<file path="src/rtl/mdu_seq_if.sv">
// Request/result bundle between the EX stage and the multiply/divide unit.
// The EX stage owns the request side (master); the unit owns stall/results (slave).
interface mdu_seq_if #(
  parameter int WIDTH = 32
);
  logic             req;
  logic [1:0]       alu_op;
  logic [5:0]       funct;
  logic [WIDTH-1:0] a;
  logic [WIDTH-1:0] b;
  logic             flush;
  logic             stall;
  logic [WIDTH-1:0] rd_data;
  logic             busy;
  logic             done;
  logic             div_zero;
  logic [WIDTH-1:0] hi;
  logic [WIDTH-1:0] lo;

  modport master (
    output req, alu_op, funct, a, b, flush,
    input  stall, rd_data, busy, done, div_zero, hi, lo
  );

  modport slave (
    input  req, alu_op, funct, a, b, flush,
    output stall, rd_data, busy, done, div_zero, hi, lo
  );
endinterface

</file>
<file path="src/rtl/mdu_seq.sv">
// Iterative MIPS multiply/divide with HI/LO: one bit per cycle, HI/LO written WIDTH+1 cycles after accept.
// Stalls any hitting request while an operation is in RUN/FIX; MTHI/MTLO/MFHI/MFLO are zero-stall when idle.
module mdu_seq #(
  parameter int WIDTH = 32
) (
  input  logic     clk,
  input  logic     rst_n,
  mdu_seq_if.slave bus
);
  localparam int CW = $clog2(WIDTH + 1);

  localparam logic [5:0] FN_MFHI  = 6'b010000;
  localparam logic [5:0] FN_MTHI  = 6'b010001;
  localparam logic [5:0] FN_MFLO  = 6'b010010;
  localparam logic [5:0] FN_MTLO  = 6'b010011;
  localparam logic [5:0] FN_MULT  = 6'b011000;
  localparam logic [5:0] FN_MULTU = 6'b011001;
  localparam logic [5:0] FN_DIV   = 6'b011010;
  localparam logic [5:0] FN_DIVU  = 6'b011011;

  typedef enum logic [1:0] {IDLE = 2'd0, RUN = 2'd1, FIX = 2'd2} stateT;
  stateT state, stateNext;

  logic [CW-1:0]        iterCnt;
  logic [WIDTH-1:0]     opA, opB, hiReg, loReg;
  logic [2*WIDTH-1:0]   acc;
  logic                 isDiv, negRes, negRem, doneReg, divZeroReg;

  logic isR, isMulDiv, isMfhi, isMflo, isMthi, isMtlo, hit;
  logic busyInt, stallInt, idleOk, accept, mtWrite, fixWrite;
  logic opSigned, aNeg, bNeg;
  logic [WIDTH-1:0] magA, magB;

  assign isR      = bus.req && (bus.alu_op == 2'b10);
  assign isMulDiv = isR && (bus.funct inside {FN_MULT, FN_MULTU, FN_DIV, FN_DIVU});
  assign isMfhi   = isR && (bus.funct == FN_MFHI);
  assign isMflo   = isR && (bus.funct == FN_MFLO);
  assign isMthi   = isR && (bus.funct == FN_MTHI);
  assign isMtlo   = isR && (bus.funct == FN_MTLO);
  assign hit      = isMulDiv || isMfhi || isMflo || isMthi || isMtlo;

  assign busyInt  = (state != IDLE);
  assign stallInt = hit && busyInt;
  // flush in the same cycle as a request cancels it before it is taken
  assign idleOk   = (state == IDLE) && !bus.flush;
  assign accept   = isMulDiv && idleOk;
  assign mtWrite  = (isMthi || isMtlo) && idleOk;
  assign fixWrite = (state == FIX) && !bus.flush;

  // funct[0] clear selects the signed variants
  assign opSigned = !bus.funct[0];
  assign aNeg     = opSigned && bus.a[WIDTH-1];
  assign bNeg     = opSigned && bus.b[WIDTH-1];
  assign magA     = aNeg ? -bus.a : bus.a;
  assign magB     = bNeg ? -bus.b : bus.b;

  // One iteration of each algorithm; acc holds {high, low} halves
  logic [WIDTH:0]       mulSum, divTrial;
  logic [WIDTH-1:0]     divDiff;
  logic                 divGe;
  logic [2*WIDTH-1:0]   mulNext, divNext, prodFix;
  logic [WIDTH-1:0]     quoFix, remFix, dzHi;

  assign mulSum   = {1'b0, acc[2*WIDTH-1:WIDTH]} + {1'b0, opA};
  assign mulNext  = acc[0] ? {mulSum, acc[WIDTH-1:1]} : {1'b0, acc[2*WIDTH-1:1]};
  assign divTrial = {acc[2*WIDTH-1:WIDTH], acc[WIDTH-1]};
  assign divGe    = divTrial >= {1'b0, opB};
  assign divDiff  = divTrial[WIDTH-1:0] - opB;
  assign divNext  = {divGe ? divDiff : divTrial[WIDTH-1:0], acc[WIDTH-2:0], divGe};

  assign prodFix  = negRes ? -acc : acc;
  assign quoFix   = negRes ? -acc[WIDTH-1:0] : acc[WIDTH-1:0];
  assign remFix   = negRem ? -acc[2*WIDTH-1:WIDTH] : acc[2*WIDTH-1:WIDTH];
  assign dzHi     = negRem ? -opA : opA;

  always_ff @(posedge clk or negedge rst_n) begin
    if (!rst_n) state <= IDLE;
    else        state <= stateNext;
  end

  always_comb begin
    stateNext = state;
    case (state)
      IDLE:    if (accept) stateNext = RUN;
      RUN: begin
        if (bus.flush)                          stateNext = IDLE;
        else if (iterCnt == CW'(WIDTH - 1))     stateNext = FIX;
      end
      FIX:     stateNext = IDLE;
      default: stateNext = IDLE;
    endcase
  end

  always_ff @(posedge clk or negedge rst_n) begin
    if (!rst_n) begin
      iterCnt    <= '0;
      opA        <= '0;
      opB        <= '0;
      acc        <= '0;
      isDiv      <= 1'b0;
      negRes     <= 1'b0;
      negRem     <= 1'b0;
      hiReg      <= '0;
      loReg      <= '0;
      doneReg    <= 1'b0;
      divZeroReg <= 1'b0;
    end else begin
      doneReg    <= fixWrite;
      divZeroReg <= fixWrite && isDiv && (opB == '0);
      if (accept) begin
        opA     <= magA;
        opB     <= magB;
        isDiv   <= bus.funct[1];
        negRes  <= aNeg ^ bNeg;
        negRem  <= aNeg;
        iterCnt <= '0;
        acc     <= {{WIDTH{1'b0}}, (bus.funct[1] ? magA : magB)};
      end else if (state == RUN && !bus.flush) begin
        acc     <= isDiv ? divNext : mulNext;
        iterCnt <= iterCnt + CW'(1);
      end
      if (fixWrite) begin
        if (!isDiv) begin
          {hiReg, loReg} <= prodFix;
        end else if (opB == '0) begin
          loReg <= '1;
          hiReg <= dzHi;
        end else begin
          loReg <= quoFix;
          hiReg <= remFix;
        end
      end else if (mtWrite) begin
        if (isMthi) hiReg <= bus.a;
        else        loReg <= bus.a;
      end
    end
  end

  assign bus.busy     = busyInt;
  assign bus.stall    = stallInt;
  assign bus.done     = doneReg;
  assign bus.div_zero = divZeroReg;
  assign bus.hi       = hiReg;
  assign bus.lo       = loReg;
  assign bus.rd_data  = (isMfhi && !stallInt) ? hiReg :
                        (isMflo && !stallInt) ? loReg : '0;
endmodule

</file>
<file path="src/flat_wrapper.sv">
// flat-port wrapper written by rule: the top's interface ports become plain ports
module mdu_seq_flat 
#(
  parameter int WIDTH = 32
)
  (clk, rst_n, bus_req, bus_alu_op, bus_funct, bus_a, bus_b, bus_flush, bus_stall, bus_rd_data, bus_busy, bus_done, bus_div_zero, bus_hi, bus_lo);
  mdu_seq_if #(.WIDTH(WIDTH)) bus_i ();
  input  logic clk;
  input  logic rst_n;
  input wire logic [$bits(bus_i.req)-1:0] bus_req;
  input wire logic [$bits(bus_i.alu_op)-1:0] bus_alu_op;
  input wire logic [$bits(bus_i.funct)-1:0] bus_funct;
  input wire logic [$bits(bus_i.a)-1:0] bus_a;
  input wire logic [$bits(bus_i.b)-1:0] bus_b;
  input wire logic [$bits(bus_i.flush)-1:0] bus_flush;
  output wire logic [$bits(bus_i.stall)-1:0] bus_stall;
  output wire logic [$bits(bus_i.rd_data)-1:0] bus_rd_data;
  output wire logic [$bits(bus_i.busy)-1:0] bus_busy;
  output wire logic [$bits(bus_i.done)-1:0] bus_done;
  output wire logic [$bits(bus_i.div_zero)-1:0] bus_div_zero;
  output wire logic [$bits(bus_i.hi)-1:0] bus_hi;
  output wire logic [$bits(bus_i.lo)-1:0] bus_lo;
  assign bus_i.req = bus_req;
  assign bus_i.alu_op = bus_alu_op;
  assign bus_i.funct = bus_funct;
  assign bus_i.a = bus_a;
  assign bus_i.b = bus_b;
  assign bus_i.flush = bus_flush;
  assign bus_stall = bus_i.stall;
  assign bus_rd_data = bus_i.rd_data;
  assign bus_busy = bus_i.busy;
  assign bus_done = bus_i.done;
  assign bus_div_zero = bus_i.div_zero;
  assign bus_hi = bus_i.hi;
  assign bus_lo = bus_i.lo;
  mdu_seq #(.WIDTH(WIDTH)) u_core (.clk(clk), .rst_n(rst_n), .bus(bus_i));
endmodule
</file>
<file path="config.mk">
export PLATFORM = sky130hd
export DESIGN_NAME = mdu_seq_flat
export DESIGN_NICKNAME = d
export VERILOG_FILES = /design/src/rtl/mdu_seq_if.sv /design/src/rtl/mdu_seq.sv /design/src/flat_wrapper.sv
export SDC_FILE = /design/constraint.sdc
export NUM_CORES = 1
export LEC_CHECK = 0
export ABC_CLOCK_PERIOD_IN_PS = 4700
export CAP_MARGIN = 40
export CORE_MARGIN = 3
export CORE_UTILIZATION = 39
export CTS_CLUSTER_SIZE = 25
export DETAILED_ROUTE_END_ITERATION = 12
export SYNTH_ARGS = -nofsm -noshare
export SYNTH_HDL_FRONTEND = slang
export SYNTH_SLANG_ARGS = --single-unit
</file>
<file path="constraint.sdc">
create_clock -name clk -period 4.7 [get_ports clk]
set_clock_uncertainty 0.1 [all_clocks]
set_input_delay 0.47 -clock clk [delete_from_list [all_inputs] [get_ports clk]]
set_output_delay 0.47 -clock clk [all_outputs]
set_load 0.05 [all_outputs]
</file>
# Word level (Yosys, flattened, before mapping)

Cells that the tools add are included.

Bits in writable memories: 0
Bits of input ports: 76
Logic and storage cells: 104
Latch bits: 0
Bits in read-only memories: 0
Memories: 0
Bits in registers: 205

Add/subtract/negate cells: 9
Shift-type cells: 0
Mux-type cells: 30
$lt $le $gt $ge: 1
Divide/modulo/power cells: 0
Equal/unequal tests: 15
Reduce and logical (&&, ||, !) cells: 36
Bitwise logic cells: 1
Multipliers: 0

Operators by type and width:

| operator            | count |
|---|---|
| $mux 32             | 19 |
| $mux 64             | 5 |
| $neg 32->32         | 5 |
| $neg 64->64         | 1 |
| $eq 6x5->1 const B  | 9 |
| $add 32x32->33      | 1 |
| $ge 33x32->1        | 1 |
| $logic_not 32->1    | 1 |
| $sub 32x32->32      | 1 |
| $logic_and 1x1->1   | 18 |
| $mux 6              | 2 |
| $reduce_bool 2->1   | 4 |
| $add 6x1->6 const B | 1 |
| $mux 2              | 3 |
| $reduce_and 2->1    | 3 |
| $logic_or 1x1->1    | 5 |
| $eq 2x2->1 const B  | 2 |
| $pmux 2 s2          | 1 |
| $reduce_bool 4->1   | 1 |
| $logic_not 1->1     | 3 |
| $ne 3x2->1 const B  | 1 |
| $eq 2x1->1 const B  | 1 |
| $logic_not 2->1     | 1 |
| $ne 2x1->1 const B  | 1 |
| 2 further kinds     | 2 |

# Logic depth before layout (Yosys ltp)

Gate-level depths: netlist of run 1.

Depth after elaboration: 12
Depth in mapped cells: 14
Depth with buffers taken out: 13

# Least setup slack after synthesis of run 1

OpenSTA, ideal clock, no wires.

Path kind: flip-flop to flip-flop
From: register u_core.acc[33]
To: register u_core.acc[59]
Buffers on the path: 2
Required time: 4,474 ps
Arrival: 3,041 ps
Setup time: 126 ps
Path slack: 1,433 ps
Stages on the path, launching flop included: 13
Cells stage by stage: dfrtp_1 > ha_1 > a21oi_1 > a211oi_1 > o21ai_0 > a2111oi_2 > o21ai_1 > o41a_1 > clkbuf_1 > buf_2 > a32oi_1 > o21ai_0 > a221o_1

Word-level cells in the longest chain between the ends: 5
Elaborated cells between the ends (all ways): 8
Classes of those cells: add/sub: 2; order compare: 1; mux: 5

RTL lines:

| item                                         | RTL line                     | text |
|---|---|---|
| start: declaration                           | mdu_seq.sv:26                | `logic [2*WIDTH-1:0] acc;` |
| start signal: assignment                     | mdu_seq.sv:117               | `acc <= {{WIDTH{1'b0}}, (bus.funct[1] ? magA : magB)};` |
| start signal: assignment                     | mdu_seq.sv:119               | `acc <= isDiv ? divNext : mulNext;` |
| $add 32x32->33, or another cell as far along | mdu_seq.sv:64                | `assign mulSum = {1'b0, acc[2*WIDTH-1:WIDTH]} + {1'b0, opA};` |
| $mux 64 or $mux 32 (tied branches)           | mdu_seq.sv:65, mdu_seq.sv:69 |  |
| $mux 64 (*)                                  | mdu_seq.sv:119               |  |
| $mux 64 (*)                                  | mdu_seq.sv:118               | `end else if (state == RUN && !bus.flush) begin` |
| $mux 64 (*)                                  | mdu_seq.sv:110               | `if (accept) begin` |

Mark *: on every way between the ends. The rest lies on a longest branch, timed or not. The select of a mux whose other input is x is not followed.
A chain may end at the register's enable or synchronous reset.

# Final worst setup path of run 1

Ends and elaborated chain as after synthesis.

==> impl_results.md, run 1 <==
* Final worst-path cycle share at 88.6%
* Post-synthesis compound-gate area fraction at 23.8%
* Peak supply drop at about 250 uV
* Detailed Route WL at 72,400 um
* Pre-Repair DR Iteration Count at 5
* Nets@finish at about 2,600
* Fin. Hold Viols at 0
* CP max FO at 51
* Sequential area share after synthesis at 28.3%
* Post-route antenna net violation count at 0
* Largest family of logic cells by synthesized area: compound AO/OA/AOI/OAI gates
* CTS tree: built
* Most used DFF post-synth: dfrtp_1
* RD Place Congestion at 0.952
* Total Neg Setup Slack at 0 ns
* Rel. slew slack at 39.8%
* Register bit total from synthesis at roughly 200
* CP Class: reg -> reg
* Max-Cap Viols at 0
* Total routing usage reported by global routing at 28.3%
* Xor/xnor cell area share of the yosys netlist at 11.3%
* CTS Buffer Depth at 3
* Crit. End Element: register
* Row cnt at between 70 and 80
* Mapped Area at about 18,000 um2
* # DRC at 0
* Initial antenna violation count at 7
* Power Dens Cells at 279 nW/um2
* Clk slew on worst S/H paths at about 0.060 ns
* Tightest Pin Transition at 0.903 ns
* Final Setup Violations at 0
* Final WS setup at between 0.5 and 0.6 ns
* Syn_area_per_cell at 7.87 um2
* Detailed placement HPWL at 56,500 um
* Synth Area in Simple Gates at 19.0%
* R2R setup slack at 0.54 ns
* Asr flop ratio synth at 100%
* Starting density of the core at 39.7%
* WL/cell at 24.0 um
* Reg2reg path depth at 11
* Final min period at 4.16 ns
* Adder-Cell Fraction of Synth Area at 5.05%
* FF-to-FF Start: u_core.acc[33]
* Synthesis-to-finish area growth at 18.0%
* LEAKAGE at 8.98 nW
* Syn. warnings at 0
* CTS H-tree lvls at 1
* Reg-to-Reg End: u_core.acc[59]
* Final Total Pwr at 5.98 mW
* Post-synth EDFFs at 0
* RSZ-0062 raised after global routing: false
* Die ar. at 49,100 um2
* Pre-CTS setup slack at 0.651 ns
* Die X at 222 um
* Num CTS Buffers at 25
* First-pass GRT wire length at 109,000 um
* Mapped Nets at 2,454
* Mux contribution to synthesized area at 7.61%
* Die H at about 220 um
* HP Class: in -> async
* PortBufs at 175
* Netlist cell types at 77
* N_diodes at 0
* Critical Path AT at 4.50 ns
* Core box area at 45,700 um2
* CP required at 5.03 ns
* Ports at 176
* Largest net degree at the start of global routing at between 80 and 90
* Fillers at approximately 4,500
* Min Hold Slack at 0.389 ns
* Layout cell share with drive strength beyond 1 at 6.94%
* Vias/cell at 6.04
* Final-report max-slew violation count at 0
* Synth Instances at 2,306
* Commonest non-fill, non-tap cells in the layout: 312 x nand2_1, 213 x o21ai_0, 203 x dfrtp_1, 179 x nor2_1, 173 x clkdlybuf4s50_1
* Outcome: finished clean
* CP Launch Type: register
* Worst skew pair latency at 0.57 ns
* FMAX at 240 MHz
* Commonest non-fill, non-tap cell in the layout: nand2_1
* DRT iter0 DRCs at 1,751
* Clk Tree Root Cell: clkbuf_16
* Grt total ovfl at 0
* DR vias at roughly 18,000
* Clock sink count at 205
* Vias in the first global route at roughly 17,000
## how the worst max path moves through the flow
| stage | startpoint | to | depth (start not counted) |
|---|---|---|---|
| 2_1_floorplan | u_core.acc[33] | u_core.acc[59] | 12 |
| 3_3_place_gp | bus_funct[4] | bus_rd_data[21] | 7 |
| 4_1_cts | u_core.acc[33] | u_core.acc[59] | 11 |
| 3_5_place_dp | u_core.acc[33] | u_core.acc[59] | 11 |
| 6_report | u_core.acc[33] | u_core.acc[59] | 11 |
| 5_1_grt | u_core.acc[33] | u_core.acc[59] | 11 |
## area by class of cell
cell class / instances / area [um2] / share of cell area, %
sequential: 205 / 5130 / 24.0
timing repair buffer: 239 / 2310 / 10.8
tap: 600 / 751 / 3.51
clock buffer: 33 / 706 / 3.30
clock inverter: 11 / 101 / 0.474
inverter: 67 / 251 / 1.18
multi-input combinational: 1867 / 12100 / 56.8
## registers in the layout, summed over array words and instances, names as in the netlist, 2 cells and up
signal	flops
u_core.acc	64
u_core.bus.hi	32
u_core.bus.lo	32
u_core.iterCnt	6
u_core.opA	32
u_core.opB	32
u_core.state	2
## stage by stage
step	util [%]	cells	cell area [um2]
after floorplan	-	2306	18100
after global placement	44.9	2970	20500
after detailed placement	45.1	2977	20600
after CTS	46.9	3022	21400
after global routing	46.9	3022	21400
final	46.9	3022	21400
## cell usage after synthesis, drive strengths merged (32+ instances only)
library cell,instances,area share (%)
a21oi,149,4.2
a31oi,32,1.1
clkbuf,140,2.9
dfrtp,205,28
ha,70,4.8
inv,66,1.4
mux2i,112,6.2
nand2,314,6.5
nand3,34,0.94
nor2,181,3.7
nor3,39,1.1
o211ai,55,2.3
o21ai,220,6.1
o31ai,36,1.5
xnor2,121,5.8
xor2,113,5.5
## where the power goes
part	total (mW)	switching (mW)	leakage [nW]	internal, mW
clock	1.97	0.859	0.404	1.11
combinational	1.82	1.13	5.83	0.691
sequential	2.18	0.275	2.75	1.91
## metal layers
| metal | up-vias | wire length [um] | GRT usage [%] |
|---|---|---|---|
| li1 | 8500 | - | - |
| met4 | 6 | 3380 | 11.7 |
| met3 | 155 | 5800 | 5.16 |
| met1 | 8747 | 31600 | 38.9 |
| met2 | 840 | 31600 | 43.8 |
| met5 | - | 45 | 0 |
## logic make-up after synthesis
group / Yosys count
fa+ha+maj: 72
buf+inv: 234
simple gates: 744
mux: 134
compound gates: 683
xor+xnor: 234
flops: 205
## worst max-delay path: stages, from the launching register on
cell       delay, ns
dfrtp_1         0.49
ha_1            0.42
a21oi_1         0.12
a211oi_1        0.34
o21ai_0         0.20
a2111oi_2       0.67
o21ai_1         0.28
o41a_2          0.42
buf_4           0.31
a32oi_1         0.27
o21ai_0         0.13
a221o_1         0.27
## what timing repair did
| item | 4_1_cts | 5_1_grt |
|---|---|---|
| hold endpoints to repair | 75 | 0 |
| resized for setup | 0 | 0 |
| buffers inserted | 0 | 0 |
| hold buffers | 1 | 0 |
(Power assumes the default switching activity.)
==> run 2: changes to the inputs <==
--- a/config.mk
+++ b/config.mk
@@ -9,6 +9,7 @@
 export CAP_MARGIN = 40
 export CORE_MARGIN = 3
 export CORE_UTILIZATION = 39
+export CTS_CLUSTER_DIAMETER = 100
 export CTS_CLUSTER_SIZE = 25
 export DETAILED_ROUTE_END_ITERATION = 12
 export SYNTH_ARGS = -nofsm -noshare
==> impl_results.md, run 2 (same netlist as run 1, synthesis figures left out) <==
* Ports at 176 (unchanged)
* Post-place instance area at 20,600 um2 (unchanged)
* DR vias at 18,232 (-0.088%)
* Critical Path AT at 4.44 ns (-0.06 ns)
* Clk Tree Root Cell: clkbuf_16
* Final worst-path cycle share at 88.7% (+0.15 points)
* Max-Cap Viols at 0 (unchanged)
* RD Place Congestion at 0.952 (unchanged)
* Final Total Pwr at 5.47 mW (-8.4%)
* Pre-Repair DR Iteration Count at 6 (+1)
* CP max FO at 51 (unchanged)
* Die H at 222 um (unchanged)
* Post-route cell area at 21,100 um2 (-1.4%)
* Fin. Hold Viols at 0 (unchanged)
* Synthesis-to-finish area growth at 16.3%
* Net Sw Power at 2.16 mW (-4.6%)
* Sw Share at 39.5% (+1.6 points)
* Total routing usage reported by global routing at 28.2% (-0.090 points)
* # DRC at 0 (unchanged)
* Vias in the first global route at 17,271 (-0.97%)
* WL/cell at 24.0 um (+0.29%)
* Commonest non-fill, non-tap cell in the layout: nand2_1
* Core box area at 45,700 um2 (unchanged)
* Outcome: finished clean
* Power Dens Cells at 259 nW/um2 (-7.1%)
* CP required at 4.97 ns (-0.06 ns)
* Commonest non-fill, non-tap cells in the layout: 312 x nand2_1, 213 x o21ai_0, 203 x dfrtp_1, 179 x nor2_1, 173 x clkdlybuf4s50_1
* Clock share of power at 26.9% (-6.1 points)
* Clock sink count at 205 (unchanged)
* Post-route antenna net violation count at 0 (unchanged)
* Die X at 222 um (unchanged)
* CP Launch Type: register
* Peak supply drop at 190 uV (-24%)
* Post-cts sizing count at 0 (unchanged)
* Layout cell share with drive strength beyond 1 at 6.17% (-0.77 points)
* Row cnt at 78 (unchanged)
* Final-report max-slew violation count at 0 (unchanged)
* Reg2reg path depth at 11 (unchanged)
* Final Setup Violations at 0 (unchanged)
* Cell Count, Final, Fillers Out at 3,002 (-0.66%)
* FF-to-FF Start: u_core.acc[33]
* Die ar. at 49,100 um2 (unchanged)
* Comb power frac at 33.3% (+2.8 points)
* R2R setup slack at 0.53 ns (about the same)
* LEAKAGE at 8.82 nW (-1.8%)
* Max FFs per register at 64 (unchanged)
* Nets@finish at 2,542 (-0.43%)
* FMAX at 240 MHz (-0.17%)
* Worst skew pair latency at 0.53 ns (-0.04 ns)
* Rel. slew slack at 40.4% (+0.54 points)
* CP Class: reg -> reg
* Grt total ovfl at 0 (unchanged)
* PortBufs at 175 (unchanged)
* Starting density of the core at 39.7% (unchanged)
* Dpl cells at 2,977 (unchanged)
* Initial antenna violation count at 5 (-2)
* Detailed Route WL at 72,200 um (-0.38%)
* Int Pwr at 3.31 mW (-11%)
* Total Neg Setup Slack at 0 ns (unchanged)
* Largest net degree at the start of global routing at 89 (unchanged)
* CTS H-tree lvls at 1 (unchanged)
* CTS Buffer Depth at 3 (unchanged)
* Cts hold-fix bufs at 1 (unchanged)
* Post-CTS Setup Bufs at 0 (unchanged)
* Crit. End Element: register
* CTS tree: built
* Flop pwr share at 39.8% (+3.3 points)
* Vias/cell at 6.07 (+0.58%)
* Reg-to-Reg End: u_core.acc[59]
* Detailed placement HPWL at 56,500 um (unchanged)
* Clk slew on worst S/H paths at 0.10 ns (+0.04 ns)
* DRT iter0 DRCs at 1,797 (+2.6%)
* RSZ-0062 raised after global routing: false
* First-pass GRT wire length at 109,000 um (-0.18%)
* Final min period at 4.17 ns (+0.00695 ns)
* Tightest Pin Transition at 0.895 ns (-0.00809 ns)
* Top reg by flops: u_core.acc
* Num CTS Buffers at 14 (-44%)
* HP Class: in -> async
## run 2: worst max-delay path by stage
stage / start / end / slack [ns]
finish: u_core.acc[33] / u_core.acc[59] / 0.53
global route: u_core.acc[33] / u_core.acc[59] / 0.34
CTS: u_core.acc[33] / u_core.acc[59] / 0.58
detailed placement: u_core.acc[33] / u_core.acc[59] / 0.65
global placement: bus_funct[4] / bus_rd_data[21] / 0.73
floorplan: u_core.acc[33] / u_core.acc[59] / 1.43
## run 2: final cells by class
type / instances / area, um2
Antenna cell: 2 / 5.00
Clock buffer: 16 / 379
Clock inverter: 6 / 118
Fill cell: 4504 / 24600
Inverter: 67 / 251
Multi-Input combinational cell: 1867 / 12100
Sequential cell: 205 / 5130
Tap cell: 600 / 751
Timing Repair Buffer: 239 / 2310
## run 2: power by group through the flow
stage          clock, mW  combinational (mW)  sequential, mW
6_report            1.47                1.82            2.18
4_1_cts             1.51                1.80            2.16
3_3_place_gp           0                1.78            2.19
5_1_grt             1.56                1.98            2.19
3_5_place_dp           0                1.79            2.20
2_1_floorplan          0                1.21            2.11
## run 2: critical path: stages (launching register included)
cell and delay, ns:
dfrtp_1 0.50, ha_1 0.42, a21oi_1 0.12, a211oi_1 0.34
o21ai_0 0.20, a2111oi_2 0.66, o21ai_1 0.28, o41a_2 0.42
buf_4 0.30, a32oi_1 0.27, o21ai_0 0.13, a221o_1 0.27
## run 2: metrics by stage
stage	worst slack (ns)	util, %	hold WS (ns)
2_1_floorplan	1.43	-	0.0744
3_3_place_gp	0.727	44.9	0.396
3_5_place_dp	0.651	45.1	0.395
4_1_cts	0.579	46.2	0.421
5_1_grt	0.342	46.2	0.456
6_report	0.530	46.2	0.419
## run 2: per-layer routing
| layer | track usage [%] | wire length [um] | vias to the layer above |
|---|---|---|---|
| li1 | - | - | 8444 |
| met1 | 39.7 | 32300 | 8833 |
| met2 | 44.0 | 31900 | 824 |
| met3 | 3.93 | 5060 | 131 |
| met4 | 10.5 | 2950 | 0 |
| met5 | 0 | 0 | - |
==> run 3: changes to the inputs <==
--- a/config.mk
+++ b/config.mk
@@ -12,6 +12,7 @@
 export CTS_CLUSTER_DIAMETER = 100
 export CTS_CLUSTER_SIZE = 25
 export DETAILED_ROUTE_END_ITERATION = 12
+export GPL_ROUTABILITY_DRIVEN = 0
 export SYNTH_ARGS = -nofsm -noshare
 export SYNTH_HDL_FRONTEND = slang
 export SYNTH_SLANG_ARGS = --single-unit
==> impl_results.md, run 3 (same netlist as run 1, synthesis figures left out) <==
* Cts hold-fix bufs at 1 (unchanged)
* HP Class: in -> reg
* Max FFs per register at 64 (unchanged)
* Clk Tree Root Cell: clkbuf_16
* Layout cell share with drive strength beyond 1 at 6.01% (-0.16 points)
* Post-cts sizing count at 0 (unchanged)
* CTS tree: built
* Detailed placement HPWL at 54,200 um (-4.0%)
* Top reg by flops: u_core.acc
* CP Launch Type: register
* Tightest Pin Transition at 0.913 ns (+0.0180 ns)
* CP max FO at 12 (-76%)
* # DRC at 0 (unchanged)
* Clk slew on worst S/H paths at 0.10 ns (about the same)
* CP Class: reg -> reg
* Total Neg Setup Slack at 0 ns (unchanged)
* Fillers at 4,527 (+0.51%)
* Fin. Hold Viols at 0 (unchanged)
* Reg area at 5130 um2 (unchanged)
* Post-route antenna net violation count at 0 (unchanged)
* Starting density of the core at 39.7% (unchanged)
* Crit. End Element: register
* CP required at 5.00 ns (+0.03 ns)
* PortBufs at 175 (unchanged)
* Hold Startpoint: bus_funct[1]
* Post-route cell area at 21,000 um2 (-0.28%)
* Largest net degree at the start of global routing at 97 (+9.0%)
* Detailed Route WL at 69,900 um (-3.2%)
* Outcome: finished clean
* Pre-Repair DR Iteration Count at 8 (+2)
* Clock sink count at 205 (unchanged)
* Initial antenna violation count at 0 (-5)
* Commonest non-fill, non-tap cells in the layout: 312 x nand2_1, 213 x o21ai_0, 203 x dfrtp_1, 179 x nor2_1, 173 x clkdlybuf4s50_1
* Row cnt at 78 (unchanged)
* FF-to-FF Start: u_core.acc[32]
* Grt total ovfl at 0 (unchanged)
* Die ar. at 49,100 um2 (unchanged)
* DR vias at 18,318 (+0.47%)
* Critical Path AT at 4.25 ns (-0.19 ns)
* DRT iter0 DRCs at 1,874 (+4.3%)
* Final Total Pwr at 5.39 mW (-1.5%)
* Peak supply drop at 183 uV (-3.9%)
* LEAKAGE at 8.79 nW (-0.39%)
* Vias in the first global route at 17,138 (-0.77%)
* Synthesis-to-finish area growth at 15.9%
* Num CTS Buffers at 14 (unchanged)
* CTS Buffer Depth at 3 (unchanged)
* Die X at 222 um (unchanged)
* Final Setup Violations at 0 (unchanged)
* RSZ-0062 raised after global routing: false
* Post-CTS Setup Bufs at 0 (unchanged)
* Ports at 176 (unchanged)
* Final-report max-slew violation count at 0 (unchanged)
* First-pass GRT wire length at 105,000 um (-3.2%)
* Hold endpoint: u_core.isDiv
* Final min period at 3.94 ns (-0.226 ns)
* CTS H-tree lvls at 1 (unchanged)
* Commonest non-fill, non-tap cell in the layout: nand2_1
* Die H at 222 um (unchanged)
* Worst skew pair latency at 0.53 ns (about the same)
* Final worst-path cycle share at 83.9% (-4.8 points)
* Vias/cell at 6.11 (+0.57%)
* Reg-to-Reg End: u_core.acc[61]
* WL/cell at 23.3 um (-3.1%)
* Max-Cap Viols at 0 (unchanged)
* Post-place instance area at 20,600 um2 (-0.16%)
* Multi-input gate area at 12,100 um2 (unchanged)
* Reg2reg path depth at 12 (+1)
* R2R setup slack at 0.76 ns (+0.23 ns)
* WHS Path Cells at 3
* Power Dens Cells at 256 nW/um2 (-1.2%)
* Rel. slew slack at 38.7% (-1.6 points)
* Core box area at 45,700 um2 (unchanged)
* Nets@finish at 2,538 (-0.16%)
* Total routing usage reported by global routing at 27.0% (-1.2 points)
* FMAX at 254 MHz (+5.7%)
==> run 3: cell types whose count changed in the layout (fill, tap and decap cells not counted), sizes merged, moves of 2 or more <==
cell	before	now
inv	68	70
bufinv	2	0
clkbuf	17	19
buf	63	60
==> run 3: metrics by stage <==
stage / util (%) / std cells / hold slack [ns] / worst slack (ns)
final: 46.1 / 2999 / 0.284 / 0.755
after global routing: 46.0 / 2998 / 0.310 / 0.386
after CTS: 46.0 / 2998 / 0.272 / 0.777
after detailed placement: 45.0 / 2973 / 0.408 / 0.696
after global placement: 44.8 / 2965 / 0.392 / 0.689
after floorplan: - / 2306 / 0.0744 / 1.43
==> run 3: cell type report <==
type	instances	share of cell area, %
multi-input combinational	1867	57.8
tap	600	3.57
clock inverter	6	0.404
antenna	1	0.0119
inverter	67	1.20
timing repair buffer	235	10.8
sequential	205	24.4
clock buffer	18	1.84
==> run 3: worst max-delay path by stage <==
| stage | cells after the start | startpoint | to | slack (ns) |
|---|---|---|---|---|
| final | 12 | u_core.acc[32] | u_core.acc[61] | 0.76 |
| after global routing | 12 | u_core.acc[32] | u_core.acc[61] | 0.39 |
| after CTS | 11 | u_core.acc[33] | u_core.acc[46] | 0.78 |
| after detailed placement | 10 | bus_a[2] | u_core.acc[31] | 0.70 |
| after global placement | 10 | bus_a[2] | u_core.acc[31] | 0.69 |
| after floorplan | 12 | u_core.acc[33] | u_core.acc[59] | 1.43 |
==> run 3: critical path, stage by stage (launching register included) <==
cell and delay [ns]:
dfrtp_1 0.64, ha_1 0.29, inv_1 0.07, fa_1 0.37, nand2b_1 0.20, a21o_1 0.21
a211oi_1 0.38, o21ai_0 0.21, a31oi_1 0.46, a311oi_1 0.25, nor4b_1 0.29, a41oi_1 0.08
a311oi_1 0.28
==> run 3: metal layers <==
layer,track usage (%),wire length [um]
met3,4.74,6240
met5,0,0
met2,42.1,30400
met1,38.0,30600
met4,8.65,2560
==> run 3: report_power, final <==
group	total, mW	switching, mW	internal [mW]
registers	2.19	0.285	1.90
clock network	1.39	0.762	0.625
logic	1.82	1.12	0.696
